`src/rtl/uart_pkg.sv`:
```
// Shared definitions for the rx_tx lab UART blocks (transmitter and receiver).
package uart_pkg;

  typedef enum logic [1:0] {
    IDLE  = 2'd0,
    START = 2'd1,
    DATA  = 2'd2,
    STOP  = 2'd3
  } uart_state_e;

  localparam int unsigned UART_DATA_BITS    = 8;
  localparam int unsigned UART_FRAME_BITS   = 10;
  localparam int unsigned UART_DEF_CLK_FREQ = 100_000_000;
  localparam int unsigned UART_DEF_BAUD     = 9600;

  // Counter width for a divider; a width of at least one bit keeps degenerate dividers elaborating.
  function automatic int unsigned uart_cnt_width(input int unsigned clks);
    return (clks > 1) ? $clog2(clks) : 1;
  endfunction

endpackage

```
`src/rtl/uart_baud_cnt.sv`:
```
// Bit-period counter: counts 0..CLKS_PER_BIT-1 while enabled and pulses bit_done on the last count.
module uart_baud_cnt
  import uart_pkg::*;
#(
  parameter int unsigned CLKS_PER_BIT = 16,
  parameter int unsigned PRELOAD      = 0
) (
  input  logic clk,
  input  logic rst_n,
  input  logic clear,
  input  logic en,
  output logic bit_done
);

  localparam int unsigned         CNT_W = uart_cnt_width(CLKS_PER_BIT);
  localparam logic [CNT_W-1:0]    LAST  = CNT_W'(CLKS_PER_BIT - 1);
  localparam logic [CNT_W-1:0]    LOAD  = CNT_W'(PRELOAD);

  logic [CNT_W-1:0] cnt_q;
  logic [CNT_W-1:0] cnt_d;

  // The receiver clears to a half-bit preload so it samples mid-bit; the transmitter clears to zero.
  always_comb begin
    cnt_d    = cnt_q;
    bit_done = 1'b0;
    if (clear) begin
      cnt_d = LOAD;
    end else if (en) begin
      if (cnt_q == LAST) begin
        cnt_d    = '0;
        bit_done = 1'b1;
      end else begin
        cnt_d = cnt_q + CNT_W'(1);
      end
    end
  end

  always_ff @(posedge clk or negedge rst_n) begin
    if (!rst_n) begin
      cnt_q <= '0;
    end else begin
      cnt_q <= cnt_d;
    end
  end

endmodule

```
`src/rtl/uart_tx.sv`:
```
// 8N1 UART transmitter: one byte per valid/ready handshake, sent LSB first on RsTx.
module uart_tx
  import uart_pkg::*;
#(
  parameter int unsigned CLK_FREQ = UART_DEF_CLK_FREQ,
  parameter int unsigned BAUD     = UART_DEF_BAUD
) (
  input  logic                      clk,
  input  logic                      rst_n,
  input  logic [UART_DATA_BITS-1:0] data,
  input  logic                      valid,
  output logic                      ready,
  output logic                      busy,
  output logic                      RsTx
);

  localparam int unsigned CLKS_PER_BIT = CLK_FREQ / BAUD;
  localparam logic [2:0]  LAST_IDX     = 3'(UART_DATA_BITS - 1);

  generate
    if (CLKS_PER_BIT < 2) begin : g_bad_divider
      $error("uart_tx: CLK_FREQ/BAUD must be at least 2");
    end
  endgenerate

  uart_state_e               state_q, state_d;
  logic [UART_DATA_BITS-1:0] shift_q, shift_d;
  logic [2:0]                idx_q, idx_d;
  logic                      tx_q, tx_d;
  logic                      ready_q, ready_d;
  logic                      busy_q, busy_d;
  logic                      cnt_clear;
  logic                      cnt_en;
  logic                      bit_done;

  // Counter is held at zero while idle so every frame starts from a clean bit period.
  always_comb begin
    cnt_clear = (state_q == IDLE);
    cnt_en    = (state_q != IDLE);
  end

  uart_baud_cnt #(
    .CLKS_PER_BIT (CLKS_PER_BIT),
    .PRELOAD      (0)
  ) u_baud_cnt (
    .clk      (clk),
    .rst_n    (rst_n),
    .clear    (cnt_clear),
    .en       (cnt_en),
    .bit_done (bit_done)
  );

  always_comb begin
    state_d = state_q;
    shift_d = shift_q;
    idx_d   = idx_q;
    tx_d    = tx_q;
    ready_d = ready_q;
    busy_d  = busy_q;
    unique case (state_q)
      IDLE: begin
        tx_d    = 1'b1;
        ready_d = 1'b1;
        busy_d  = 1'b0;
        if (valid && ready_q) begin
          shift_d = data;
          state_d = START;
          ready_d = 1'b0;
          busy_d  = 1'b1;
          tx_d    = 1'b0;
        end
      end
      START: begin
        if (bit_done) begin
          idx_d   = '0;
          state_d = DATA;
          tx_d    = shift_q[0];
        end
      end
      DATA: begin
        // The shift register owns the byte, so later changes on data cannot leak into the frame.
        if (bit_done) begin
          if (idx_q != LAST_IDX) begin
            idx_d   = idx_q + 3'd1;
            shift_d = {1'b0, shift_q[UART_DATA_BITS-1:1]};
            tx_d    = shift_q[1];
          end else begin
            state_d = STOP;
            tx_d    = 1'b1;
          end
        end
      end
      STOP: begin
        if (bit_done) begin
          state_d = IDLE;
          ready_d = 1'b1;
          busy_d  = 1'b0;
        end
      end
      default: begin
        state_d = IDLE;
      end
    endcase
  end

  always_ff @(posedge clk or negedge rst_n) begin
    if (!rst_n) begin
      state_q <= IDLE;
      shift_q <= '0;
      idx_q   <= '0;
      tx_q    <= 1'b1;
      ready_q <= 1'b0;
      busy_q  <= 1'b0;
    end else begin
      state_q <= state_d;
      shift_q <= shift_d;
      idx_q   <= idx_d;
      tx_q    <= tx_d;
      ready_q <= ready_d;
      busy_q  <= busy_d;
    end
  end

  assign ready = ready_q;
  assign busy  = busy_q;
  assign RsTx  = tx_q;

endmodule

```
`config.mk`:
```
export PLATFORM = sky130hd
export DESIGN_NAME = uart_tx
export DESIGN_NICKNAME = d
export VERILOG_FILES = /design/src/rtl/uart_pkg.sv /design/src/rtl/uart_baud_cnt.sv /design/src/rtl/uart_tx.sv
export SDC_FILE = /design/constraint.sdc
export NUM_CORES = 1
export LEC_CHECK = 0
export ABC_CLOCK_PERIOD_IN_PS = 1900
export BUFFER_PORTS_ARGS = -buffer_cell sky130_fd_sc_hd__buf_4
export CORE_ASPECT_RATIO = 1.25
export CORE_UTILIZATION = 50
export CTS_CLUSTER_DIAMETER = 150
export DETAILED_ROUTE_END_ITERATION = 8
export PLACE_DENSITY = 0.83
export SLEW_MARGIN = 20
export SYNTH_ARGS = -nofsm -noshare
export SYNTH_HDL_FRONTEND = slang
export SYNTH_SLANG_ARGS = --single-unit
```
`constraint.sdc`:
```
create_clock -name clk -period 1.9 [get_ports clk]
set_input_delay 0.285 -clock clk [delete_from_list [all_inputs] [get_ports clk]]
set_output_delay 0.285 -clock clk [all_outputs]
set_load 0.01 [all_outputs]
```
# After elaboration in Yosys (flattened, before gate mapping)

Index checks and enable logic that the tools add are counted.
Widths: inputs -> output; s select.

Add/subtract/negate cells: 2
Equality and inequality tests: 11
Muxes and demuxes: 30
Reduce and logical (&&, ||, !) cells: 13

Operators by type and width:

| operator              | number |
|---|---|
| $mux 14               | 3 |
| $mux 8                | 3 |
| $pmux 8 s2            | 1 |
| $add 14x1->14 const B | 1 |
| $eq 14x14->1 const B  | 1 |
| $mux 1                | 10 |
| $mux 2                | 5 |
| $ne 2x2->1 const B    | 5 |
| $reduce_bool 2->1     | 5 |
| $mux 3                | 3 |
| $pmux 2 s4            | 1 |
| $reduce_and 4->1      | 2 |
| $pmux 3 s2            | 1 |
| $reduce_and 5->1      | 1 |
| $eq 2x2->1 const B    | 2 |
| $pmux 1 s2            | 2 |
| $add 3x1->3 const B   | 1 |
| $ne 3x3->1 const B    | 1 |
| $pmux 1 s3            | 1 |
| $reduce_and 3->1      | 1 |
| $reduce_bool 3->1     | 1 |
| $eq 2x1->1 const B    | 1 |
| $logic_not 2->1       | 1 |
| $ne 2x1->1 const B    | 1 |
| other kinds (2)       | 2 |

Register bits: 30
Input port bits: 11
Output and inout port bits: 3
Logic and storage cells: 63

# Logic depth before layout (Yosys ltp)

Word-level depth: 6
Gate-level depth with buffers: 8
Mapped depth without buffers: 6

# Modules after synthesis

Synthesis repeated with hierarchy kept, for this count alone.

Cells, all modules: 164
Area, all modules: 1756.7 um^2

By module, submodules not included:

| module        | instances | cells each | area an instance (um^2) | sequential area each (um^2) |
|---|---|---|---|---|
| uart_tx       | 1         | 76         | 909.6                   | 401.6 |
| uart_baud_cnt | 1         | 88         | 847.1                   | 350.3 |

# Least setup slack after synthesis

OpenSTA, ideal clock, no wires.

Path kind: reg2reg
Start point: reg state_q[0]
End point: reg state_q[1]
Library setup time: 125 ps
Data arrival time: 1622 ps
Data required time: 1775 ps
Setup slack: 153 ps
Stages on the path, launching flop included: 8
Buffers on the path: 1
Clock period less this slack: 1747 ps
Cells stage by stage: dfrtp_1 inv_1 ha_1 and3b_1 and4_1 buf_6 o21ai_2 mux2_2

Cells in the longest elaborated chain, start to end: 5
Elaborated cells on any way between the ends: 14
Those cells by class: 8 x eq/ne; 3 x mux; 3 x reduce/logical

Ends and longest elaborated chain:

| item                       | RTL line            | RTL |
|---|---|---|
| from (decl)                | uart_tx.sv:26       | `uart_state_e state_q, state_d;` |
| from (signal assigned)     | uart_tx.sv:115      | `state_q <= state_d;` |
| $reduce_bool 2->1          | uart_tx.sv:39       | `cnt_en = (state_q != IDLE);` |
| $mux 1                     | uart_baud_cnt.sv:28 | `end else if (en) begin` |
| $mux 1                     | uart_baud_cnt.sv:26 | `if (clear) begin` |
| $ne 2x2->1 (no line)       | --                  |  |
| $reduce_and 5->1 (no line) | --                  |  |

Parallel ways exist; a longest one is shown, timed or not.
A chain may end at the register's enable or synchronous reset.

# Worst setup path after layout

Start point: reg state_q[1]
End point: reg idx_q[0]

Cells in the longest elaborated chain, start to end: 5
Elaborated cells on any way between the ends: 12
Those cells by class: 5 x eq/ne; 3 x mux; 4 x reduce/logical

Ends and longest elaborated chain:

| item                       | RTL line            | RTL |
|---|---|---|
| $reduce_bool 2->1          | uart_tx.sv:39       |  |
| $mux 1                     | uart_baud_cnt.sv:28 |  |
| $mux 1                     | uart_baud_cnt.sv:26 |  |
| $ne 2x2->1 (no line)       | --                  |  |
| $reduce_and 4->1 (no line) | --                  |  |
| to (signal assigned)       | uart_tx.sv:117      | `idx_q <= idx_d;` |
| to (decl)                  | uart_tx.sv:28       | `logic [2:0] idx_q, idx_d;` |

Parallel ways exist; a longest one is shown, timed or not.

==> impl_metrics.csv <==
group,metric,value,unit
synthesis,synth_top_area_cell,"dfrtp_1",
setup_path,slowest_stage,"dfrtp_1",
global_route,grt-ovfl-total,0,
sta,worst_slew_pin_slew,0.376,ns
power_and_ir_drop,p_leak,0.932,nW
sta,clock_skew,0.00648,ns
sta,hold_viol,0,
global_route,antenna_found_initial,0,
power_and_ir_drop,power,1.20,mW
global_route,grt.total_usage,0.223,
cts,tritoncts,"built",
floorplanning,core_area,3250,µm²
setup_path,critPathRequiredTime,2.06,ns
synthesis,syn_inst,177,
floorplanning,pin_count,14,
route,drc,0,
setup_path,cp_max_fo,7,
synthesis,ys_dominant_reg_cell,"dfrtp_1",
floorplanning,die_w,54.4,µm
synthesis,syn_nets,196,
cts,clkSlewWorstSetupHoldPaths,0.07,ns
floorplanning,start_util,0.528,
power_and_ir_drop,max-vdd-ir-drop,0.000535,V
finish,drive_gt1_frac,0.235,
synthesis,synth.area.top_cells,"dfrtp_1 (42%), ha_1 (5.8%), nand2_1 (4.8%)",
synthesis,ys_warn_count,0,
place,dp.cells,228,
sta,period_minus_slack,1.74,ns
floorplanning,die_area,3680,µm²
cts,cts_sinks,30,
setup_path,worstSetupPathType,"reg2reg",
setup_path,crit_chain,"inv_1, ha_1, and3b_1, and4_4, o21ai_2, a221o_1",
synthesis,synth-seq-cells,30,
setup_path,cp-start-kind,"flip-flop",
sta,whs,0.306,ns
finish,final_area,1990,µm²
setup_path,critPathCaptureType,"flip-flop",
finish,nets,218,
cts,clock_latency,0.28,ns
floorplanning,core.rowCount,23,
cts,cts_made_buffers,5,
cts,postCtsSetupRepairBufs,0,
synthesis,syn_area,1720,µm²
route,routed_wl,3.32,mm
cts,h-tree-depth,2,
sta,timing.fmax,573,MHz
place,place_area,1880,µm²
synthesis,ys_seq_area_frac,0.438,
global_route,grt_pass1_vias,1310,
floorplanning,chipHeight,67.5,µm
finish,antenna_cells,0,
finish,fin_cells,237,
sta,finalSetupTns,0,ns
place,place_congestion,0.863,
synthesis,synth_top_area_share,0.422,
sta,setup_viol,0,
run,drv_cap,0,
synthesis,netlist-cell-type-count,45,
power_and_ir_drop,power.density,603,nW/µm²
route,routedWlPerCell,14.0,µm
synthesis,synthArstFlopShare,1.00,
place,post-dp-hpwl,2.48,mm
hold_path,hp-class,"in2reg",
cts,clockBufferDepth,2,
synthesis,synth_edf_count,0,
route,dr.first_iter.drc_count,30,
route,dr.pass1.iters,4,
synthesis,avgSynthCellArea,9.71,µm²
global_route,grt_max_degree,31,
outcome,outcome,"finished clean",
route,vias_per_cell,5.80,
setup_path,arrival,1.91,ns
sta,drv_slew,0,
sta,slew_headroom,0.747,
place,port_buffers,13,
cts,cts_root_buffer,"clkbuf_8",
route,via_count,1374,
route,antenna_left,0,
global_route,grt_pass1_wl,5.81,mm
sta,fin_crit_sh,0.918,
sta,grt_setup_unrepaired,"false",
setup_path,max_stage_delay,0.39,ns
finish,syn_to_final_growth,15.9,%
## logic make-up (layout without fill, tap and decap cells)
logic type                 Yosys count  in the layout  synth area share
xor gates and xnor gates            11             11            0.0561
DFF                                 30             30             0.438
muxes                                2              2            0.0124
adders and majority gates            8              8            0.0583
AOI/OAI and AO/OA                   26             26             0.126
and+or+nand+nor                     85             85             0.269
buffers and inverters               15             38            0.0401
## critical path, delay by kind of cell, from the launching register on
| family | cells | cell delay (ns) |
|---|---|---|
| DFF | 1 | 0.39 |
| adders and majority gates | 1 | 0.19 |
| AOI/OAI and AO/OA | 2 | 0.44 |
| and+or+nand+nor | 2 | 0.52 |
| buffers and inverters | 1 | 0.09 |
## worst paths after layout
path,startpoint,end,slack (ns),cells after the start
setup / recovery,state_q[1],idx_q[0],0.16,6
hold / removal,data[7],shift_q[7],0.31,3
setup reg to reg,state_q[1],idx_q[0],0.16,6
hold reg to reg,RsTx,RsTx,0.49,2
max in group asynchronous,rst_n,RsTx,1.13,2
min in group asynchronous,rst_n,shift_q[0],0.46,2
## cells in the final DEF, fill, tap and decap left out, types with 2 or more instances in the layout
cell type  Yosys  layout
clkbuf_8       0       6
nand3_1        7       7
xor2_1         2       2
nor2_1        20      20
o21ai_2        2       2
o21ai_0        3       3
nand4_1        5       5
and4_4         1       2
and3_1         3       3
a21oi_1        3       3
inv_1          8       8
nor4_1         3       3
nand2_1       22      22
and2_1         2       2
ha_1           8       8
xnor2_1        9       9
a221o_1        3       3
nor3_1         4       4
dfrtp_1       29      29
o221a_2        7       7
buf_4          0      21
nand3b_1       7       7
## synth_stat cells, drive strengths merged, types with 4 or more instances
cell type / instances
dfrtp: 29
nand2: 23
nor2: 20
xnor2: 9
ha: 8
inv: 8
nand3: 7
nand3b: 7
o221a: 7
o21ai: 6
nand4: 5
buf: 4
nor3: 4
nor4: 4
## sequential cells by signal, summed over array words and instances (netlist names)
name / cells
RsTx: 1
state_q: 2
ready: 1
shift_q: 8
busy: 1
idx_q: 3
u_baud_cnt.cnt_q: 14
## metal layers
metal,GRT usage,vias up,part of all wire
met4,0.0865,0,0.011
met1,0.259,673,0.43
met3,0.0608,4,0.029
met2,0.380,17,0.53
met5,0,-,0
li1,-,680,-
## what timing repair did
action                                 4_1_cts  5_1_grt
setup endpoints to repair                    0       12
endpoints found under the hold margin       29        0
hold buffers                                 1        0
resized for setup                            0        2
## where the power goes
| part | leakage (nW) | switching, mW | internal, mW |
|---|---|---|---|
| Clock | 0.0472 | 0.239 | 0.290 |
| Combinational | 0.494 | 0.0167 | 0.0150 |
| Sequential | 0.391 | 0 | 0.639 |
## metrics by stage
stage	setup WS (ns)	utilization
2_1_floorplan	0.153	-
3_3_place_gp	0.106	0.579
3_5_place_dp	0.0213	0.579
4_1_cts	0.0255	0.611
5_1_grt	0.0648	0.612
6_report	0.156	0.612
## layout make-up
cell class                      instances  area, µm²
Sequential cell                        30        752
Multi-Input combinational cell        132        900
Fill cell                             265       1260
Clock buffer                            6       82.6
Timing Repair Buffer                   22        168
Tap cell                               37       46.3
Clock inverter                          2       12.5
Inverter                                8       30.0
No activity file was read; power rests on OpenSTA's default activity.
